<file path="src/rtl/line_to_word_serializer.sv">
// Splits one line request into LINE_BYTES/4 sequential word accesses and reassembles read words.
// Latency WORDS+1 cycles with zero-wait memory; requester holds its enables until line_done.
module line_to_word_serializer #(
  parameter int LINE_BYTES   = 64,
  parameter int ADDRESS_SIZE = 32
) (
  input  logic                      clk,
  input  logic                      reset,
  input  logic [ADDRESS_SIZE-1:0]   line_addr,
  input  logic [8*LINE_BYTES-1:0]   line_data_i,
  input  logic [LINE_BYTES-1:0]     line_data_en,
  input  logic                      line_read_en,
  input  logic                      line_write_en,
  output logic [8*LINE_BYTES-1:0]   line_data_o,
  output logic                      line_hit,
  output logic                      line_done,
  output logic [ADDRESS_SIZE-1:0]   word_addr,
  output logic [31:0]               word_data_i,
  output logic [3:0]                word_data_en,
  output logic                      word_read_en,
  output logic                      word_write_en,
  input  logic [31:0]               word_data_o,
  input  logic                      word_done
);

  localparam int WORDS = LINE_BYTES / 4;
  localparam int IDXW  = $clog2(WORDS);
  localparam int OFFW  = $clog2(LINE_BYTES);

  if ((LINE_BYTES < 8) || ((LINE_BYTES & (LINE_BYTES - 1)) != 0)) begin : g_bad_line_bytes
    $error("LINE_BYTES must be a power of two and at least 8");
  end

  typedef enum logic [1:0] {IDLE, ISSUE, RESP} state_t;

  state_t                    state_q, state_d;
  logic [IDXW-1:0]           idx_q, idx_d;
  logic [ADDRESS_SIZE-1:0]   addr_q, addr_d;
  logic [8*LINE_BYTES-1:0]   data_q, data_d;
  logic [LINE_BYTES-1:0]     en_q, en_d;
  logic                      wr_q, wr_d;
  logic [8*LINE_BYTES-1:0]   buf_q, buf_d;
  logic [3:0]                slice_en;
  logic                      skip;

  always_ff @(posedge clk or negedge reset) begin
    if (!reset) begin
      state_q <= IDLE;
      idx_q   <= '0;
      addr_q  <= '0;
      data_q  <= '0;
      en_q    <= '0;
      wr_q    <= 1'b0;
      buf_q   <= '0;
    end else begin
      state_q <= state_d;
      idx_q   <= idx_d;
      addr_q  <= addr_d;
      data_q  <= data_d;
      en_q    <= en_d;
      wr_q    <= wr_d;
      buf_q   <= buf_d;
    end
  end

  assign slice_en = en_q[idx_q*4 +: 4];
  // A write slice with no byte enables is skipped without touching the memory.
  assign skip     = wr_q && (slice_en == 4'h0);

  always_comb begin
    state_d       = state_q;
    idx_d         = idx_q;
    addr_d        = addr_q;
    data_d        = data_q;
    en_d          = en_q;
    wr_d          = wr_q;
    buf_d         = buf_q;
    line_done     = 1'b0;
    word_addr     = '0;
    word_data_i   = '0;
    word_data_en  = 4'h0;
    word_read_en  = 1'b0;
    word_write_en = 1'b0;
    case (state_q)
      IDLE: begin
        if (line_read_en || line_write_en) begin
          addr_d  = {line_addr[ADDRESS_SIZE-1:OFFW], {OFFW{1'b0}}};
          data_d  = line_data_i;
          en_d    = line_data_en;
          wr_d    = line_write_en;
          idx_d   = '0;
          state_d = ISSUE;
        end
      end
      ISSUE: begin
        word_addr     = addr_q | ADDRESS_SIZE'({idx_q, 2'b00});
        word_data_i   = data_q[idx_q*32 +: 32];
        word_data_en  = wr_q ? slice_en : 4'hF;
        word_read_en  = !wr_q;
        word_write_en = wr_q && !skip;
        if (skip || word_done) begin
          if (!wr_q) begin
            buf_d[idx_q*32 +: 32] = word_data_o;
          end
          if (idx_q == IDXW'(WORDS - 1)) begin
            state_d = RESP;
          end else begin
            idx_d = idx_q + 1'b1;
          end
        end
      end
      RESP: begin
        line_done = 1'b1;
        state_d   = IDLE;
      end
      default: state_d = IDLE;
    endcase
  end

  assign line_hit    = line_done;
  assign line_data_o = buf_q;

endmodule

</file>
<file path="config.mk">
export PLATFORM = sky130hd
export DESIGN_NAME = line_to_word_serializer
export DESIGN_NICKNAME = d
export VERILOG_FILES = /design/src/rtl/line_to_word_serializer.sv
export SDC_FILE = /design/constraint.sdc
export NUM_CORES = 1
export LEC_CHECK = 0
export ABC_AREA = 1
export ABC_CLOCK_PERIOD_IN_PS = 3450
export BUFFER_PORTS_ARGS = -buffer_cell sky130_fd_sc_hd__buf_2
export CORE_AREA = 2 2 478 480
export DETAILED_ROUTE_END_ITERATION = 7
export DIE_AREA = 0 0 480 482
export GPL_TIMING_DRIVEN = 0
export MAX_ROUTING_LAYER = met4
export PLACE_DENSITY = 0.42
export REMOVE_ABC_BUFFERS = 1
export SYNTH_ARGS = -nofsm -noshare
export SYNTH_HDL_FRONTEND = slang
export SYNTH_SLANG_ARGS = --single-unit
</file>
<file path="constraint.sdc">
create_clock -name clk -period 3.45 [get_ports clk]
set_clock_uncertainty 0.15 [all_clocks]
set_input_delay 0.69 -clock clk [delete_from_list [all_inputs] [get_ports clk]]
set_output_delay 0.69 -clock clk [all_outputs]
set_load 0.005 [all_outputs]
</file>
# After elaboration in Yosys (flattened, before gate mapping)
# Index checks and enable logic that the tools add are counted.
op_classes:
  shifts: 4
  bitwise: 2
  n_mux: 16
  n_mul: 0
  reduce_logical: 13
  addsub: 2
  n_eq_ne: 7
  n_div: 0
  magnitude_cmp: 0
ops:
  columns: ["operator", "n"]
  rows:
  - ["512-bit bitwise mux", 1]
  - ["32-bit by 34-bit variable shift with 512-bit output (first input constant)", 1]
  - ["32-bit by 34-bit indexed part select with 512-bit output", 1]
  - ["512-bit by 10-bit indexed part select with 32-bit output", 1]
  - ["32-bit 2-to-1 mux", 2]
  - ["64-bit by 7-bit indexed part select with 4-bit output", 1]
  - ["9-bit negator with 34-bit output", 1]
  - ["32-bit by 6-bit bitwise OR with 32-bit output", 1]
  - ["4-bit 2-to-1 mux", 5]
  - ["2-bit inequality test (second input constant)", 4]
  - ["4-bit case mux with 2 select lines", 1]
  - ["2-bit 2-to-1 mux", 3]
  - ["3-bit AND reduction", 2]
  - ["4-bit by 1-bit adder with 4-bit output (second input constant)", 1]
  - ["4-bit equality test (second input constant)", 1]
  - ["4-bit logical NOT", 1]
  - ["2-bit case mux with 2 select lines", 1]
  - ["4-bit AND reduction", 1]
  - ["1-bit 2-to-1 mux", 3]
  - ["2-bit by 1-bit equality test with 1-bit output (second input constant)", 1]
  - ["2-bit equality test (second input constant)", 1]
  - ["1-bit logical AND", 2]
  - ["1-bit logical NOT", 2]
  - ["2-bit logical NOT", 1]
  - ["other kinds (4)", 5]
word_totals:
  mem_bits_rw: 0
  mem_count: 0
  romBits: 0
  latch_bits: 0
  wordCells: 51
  output_inout_bits: 584
  reg_bits: 1121

# Depth between registers and ports, before layout
logic_depth:
  depth_word: 6
  ltp_mapped: 20

# Worst setup path before layout
# Ideal clock, no wire load.
synth_timing:
  path_type: "flip-flop to flip-flop"
  start: "reg idx_q[0]"
  end: "reg buf_q[322], in the netlist line_data_o[322]"
  path_buffers: 6
  stages_incl_launch_ff: 20
  arrival_time_ns: 2.792
  slack_ns: 0.378
  setup_ns: 0.130
  cell_sequence: "dfrtp_1 > buf_4 > inv_2 > buf_2 > buf_2 > buf_2 > buf_2 > ha_1 > nand2_1 > nor2_2 > nor2_1 > nand2_1 > nor2_1 > inv_1 > nor2_1 > inv_2 > nor2_1 > nand2_1 > clkbuf_1 > o21ai_0"
synth_between:
  elab_chain_cells: 5
synth_lines:
  columns: ["element", "line", "text"]
  rows:
  - ["from (decl)", "37", "logic [IDXW-1:0] idx_q, idx_d;"]
  - ["from (signal assigned)", "57", "idx_q <= idx_d;"]
  - ["branches (longest 5 deep; another with 9-bit negator with 34-bit output)", null, null]
  - ["to (signal assigned)", "62", "buf_q <= buf_d;"]
  - ["to (decl)", "42", "logic [8*LINE_BYTES-1:0] buf_q, buf_d;"]
# Several ways; the timed one is not identified.
# A chain may end at the register's enable or synchronous reset.

# Worst setup path in the final report
layout_timing:
  start: "reg idx_q[0]"
  end: "out word_data_i[27]"
layout_between:
  elab_chain_cells: 2
layout_lines:
  columns: ["element", "line", "text"]
  rows:
  - ["512-bit by 10-bit indexed part select with 32-bit output", "97", "word_data_i = data_q[idx_q*32 +: 32];"]
  - ["32-bit 2-to-1 mux", "84", "case (state_q)"]
  - ["to (decl)", "18", "output logic [31:0] word_data_i,"]
# No other way between the ends.

==> impl_metrics.yaml <==
status:
  outcome: "complete, but fails checks"
  failed_checks: "max-capacitance violations, max-slew violations, negative setup slack"
route:
  drcViolationCount: 0
  drtAntennaViolNets: 0
  drt_iter0_markers: 3488
  vias: 48400
  first_pass_iters: 6
  vias_per_cell: 4.76
  routed_wirelength_mm: 299
  post_drt_wl_per_cell_microns: 29.4
placed_design:
  hpwl_mm: 175
  finalWeightedCongestion: 0.843
  io_buffers: 1220
  place_area_sq_um: 60000
critical_path:
  cp_cell_sequence: "buf_12 -> inv_16 -> buf_16 -> buf_16 -> buf_4 -> buf_16 -> o21ai_0 -> o22ai_2 -> o211ai_1 -> a21oi_2 -> buf_2"
  critPathTopFamily: "buffers and inverters"
  path_common_cell: "buf_16"
  crit_arrival_ps: 3070
  start_kind: "flop"
  endpoint_kind: "primary output"
  worstPathRequired_ps: 2610
  critPathSlowestCell: "dfrtp_4"
  worstPathMaxFanout: 7
  path_buf_inv: 7
  slowest_delay_ps: 560
  path_class: "flop to primary output"
final_layout:
  fin_nets: 7577
  final.fill_count: 23300
  area_growth_pct: 57.9
  drive_above_1_share: 0.392
  final_util: 0.347
  postLayoutCellArea_sq_um: 78600
timing:
  finalCriticalPeriod_ps: 3910
  finalSetupViolations: 42
  hold_violations: 0
  max_freq_ghz: 0.256
  setup_ws_ps: -459
  period_share: 1.13
  rsz0062_at_grt: "yes"
  slew-limit-headroom: -0.0166
  slew_violations: 6
  worst_pin_slew_ps: 1520
clocking:
  clock-sinks: 1121
  h-tree-depth: 4
  clk_latency_ps: 800
  cts_tree: "done"
  root_buffer: "clkbuf_16"
  clockBufferDepth: 3
  cts-buffers-inserted: 141
  path_clk_slew_ps: 60
synthesis:
  synth-seq-cells: 1121
  synth_area_sq_um: 49800
  synth.area.top_cells: "dfrtp_1, mux2_2, nand2_1"
  synth_top_area_frac: 0.564
  seq_area_frac_synth: 0.564
  yosysTopAreaCell: "dfrtp_1"
  async_reset_ff_frac: 1.00
  synth_ff_type: "dfrtp_1"
  synth_cell_types: 36
  yosys_warnings: 0
  synth_cells: 5008
  synth_area_per_cell_sq_um: 9.94
  synth_edf_count: 0
die:
  initial_core_util: 0.220
  die_h_microns: 482
  num_rows: 175
  num_io_pins: 1229
  core-area_sq_um: 226000
  die_width_microns: 480
  die-area_sq_um: 231000
power:
  seq_power_share: 0.267
  power.leakage_uw: 0.0357
  comb_power_share: 0.535
  pwr-share-clk: 0.198
  peakVddDrop_mv: 0.597
  power.internal_uw: 43800
  switching_share: 0.438
  p_per_area_nw_per_um2: 991
  switching_power_uw: 34100
  finalPower_uw: 77900
global_routing:
  overflow: 0
  grt_use_met3: 0.0505
  grt_busiest_layer: "met2"
  grt_max_degree: 157
  antenna_found_initial: 141
  grt.total_usage: 0.247
  grt_pass1_vias: 48600
  use_met1: 0.284
  grt_pass1_wl_mm: 391
  grtUsageMet2: 0.420
worst_hold_path:
  hp-class: "input port to flop"
flow_run:
  maxCapViolCount: 1
cell families (layout without fill, tap and decap cells):
group	Yosys count	after routing	synth area share
AOI/OAI and AO/OA	966	966	0.113
DFF	1121	1121	0.564
muxes	532	532	0.120
other	1	128	0.0000754
adders and majority gates	3	3	0.000754
and+or+nand+nor	1776	1793	0.151
buffers and inverters	609	2620	0.0510
per-layer routing:
layer | vias to the layer above | routed length, microns
li1 | 21400 | -
met4 | 0 | 16200
met1 | 24600 | 114000
met2 | 2004 | 148000
met3 | 504 | 21000
met5 | - | 0
cells in the mapped netlist (3+ instances only):
cell and n:
a21oi_1 90, a31oi_1 4, buf_1 21, buf_2 147, buf_4 11, buf_6 3, clkbuf_1 235, clkbuf_2 5
clkinv_1 3, dfrtp_1 1121, ha_1 3, inv_1 171, inv_2 13, mux2_2 532, nand2_1 804, nand2_2 4
nand3_1 328, nand3_2 3, nand4_1 47, nor2_1 463, nor2_2 4, nor2_4 3, nor3_1 70, nor3_4 3
nor4_1 37, o211ai_1 32, o21ai_0 564, o21ai_1 31, o221ai_1 101, o22ai_1 27, o31ai_1 116, or2_2 8
sequential cells by signal, summed over array words and instances, names as in the netlist:
| name | flops |
|---|---|
| line_data_o | 512 |
| addr_q | 26 |
| data_q | 512 |
| state_q | 2 |
| idx_q | 4 |
| en_q | 64 |
| wr_q | 1 |
power groups by stage:
stage / sequential [uW] / combinational (uW) / clock (uW)
after CTS: 20700 / 39400 / 15800
final: 20800 / 41600 / 15400
after floorplan: 19400 / 11700 / 0
after global placement: 19500 / 15400 / 0
after detailed placement: 20900 / 28400 / 0
after global routing: 21400 / 43800 / 16300
stage by stage:
stage               setup slack (ps)  hold slack [ps]  setup TNS (ps)  instances
floorplan                     -28250              244               -       4587
global placement              -52570              303               -       8816
detailed placement             -3130              305        -1091300       8899
CTS                             -557            0.910          -21520       9930
global route                    -562             5.06          -22220      10200
finish                          -459              107          -11950      10200
cells in the final DEF, fill, tap and decap left out, drive strengths merged, types with 8 or more instances in the layout:
cell | netlist | final
inv | 184 | 200
dlygate4sd3 | 0 | 596
nand2 | 808 | 819
dfrtp | 1121 | 1121
bufbuf | 0 | 25
or2 | 9 | 9
nor3 | 73 | 73
nor2 | 470 | 470
o22ai | 27 | 27
nand4 | 47 | 47
a21oi | 90 | 90
mux2 | 532 | 532
diode | 0 | 126
nand3 | 331 | 337
o211ai | 32 | 32
clkinv | 3 | 40
o31ai | 116 | 116
clkbuf | 240 | 232
o21ai | 595 | 595
o221ai | 101 | 101
nor4 | 38 | 38
buf | 182 | 1517
bufinv | 0 | 8
path summary, 6_finish.rpt:
path | start | end | slack [ps] | depth (start not counted)
setup / recovery | idx_q[0]$_DFFE_PN0P_ | word_data_i[27] | -460 | 11
hold / removal | line_data_i[505] | data_q[505]$_DFFE_PN0P_ | 110 | 2
max in group asynchronous | reset | data_q[28]$_DFFE_PN0P_ | 240 | 5
min in group asynchronous | reset | line_data_o[226]$_DFFE_PN0P_ | 370 | 2
hold reg to reg | line_data_o[476]$_DFFE_PN0P_ | line_data_o[476]$_DFFE_PN0P_ | 320 | 2
setup reg to reg | idx_q[0]$_DFFE_PN0P_ | line_data_o[181]$_DFFE_PN0P_ | -20 | 20
area by class of cell:
cell class | instances | area [sq um] | area share
diodes | 126 | 315 | 0.00401
clock buffers | 209 | 4160 | 0.0529
clock inverters | 42 | 584 | 0.00743
inverters | 187 | 931 | 0.0118
multi-input cells | 3296 | 21700 | 0.276
flip-flops and latches | 1121 | 28100 | 0.357
well taps | 3009 | 3760 | 0.0479
repair buffers | 2161 | 18700 | 0.238
repair inverters | 21 | 347 | 0.00441
timing repair:
action / CTS / global route
endpoints found under the setup margin: 558 / 605
pin swaps: 135 / 126
endpoints found under the hold margin: 720 / 0
cloned: 83 / 47
setup buffers: 102 / 77
hold buffers: 596 / 0
resized for setup: 407 / 322
(Power assumes the default switching activity.)
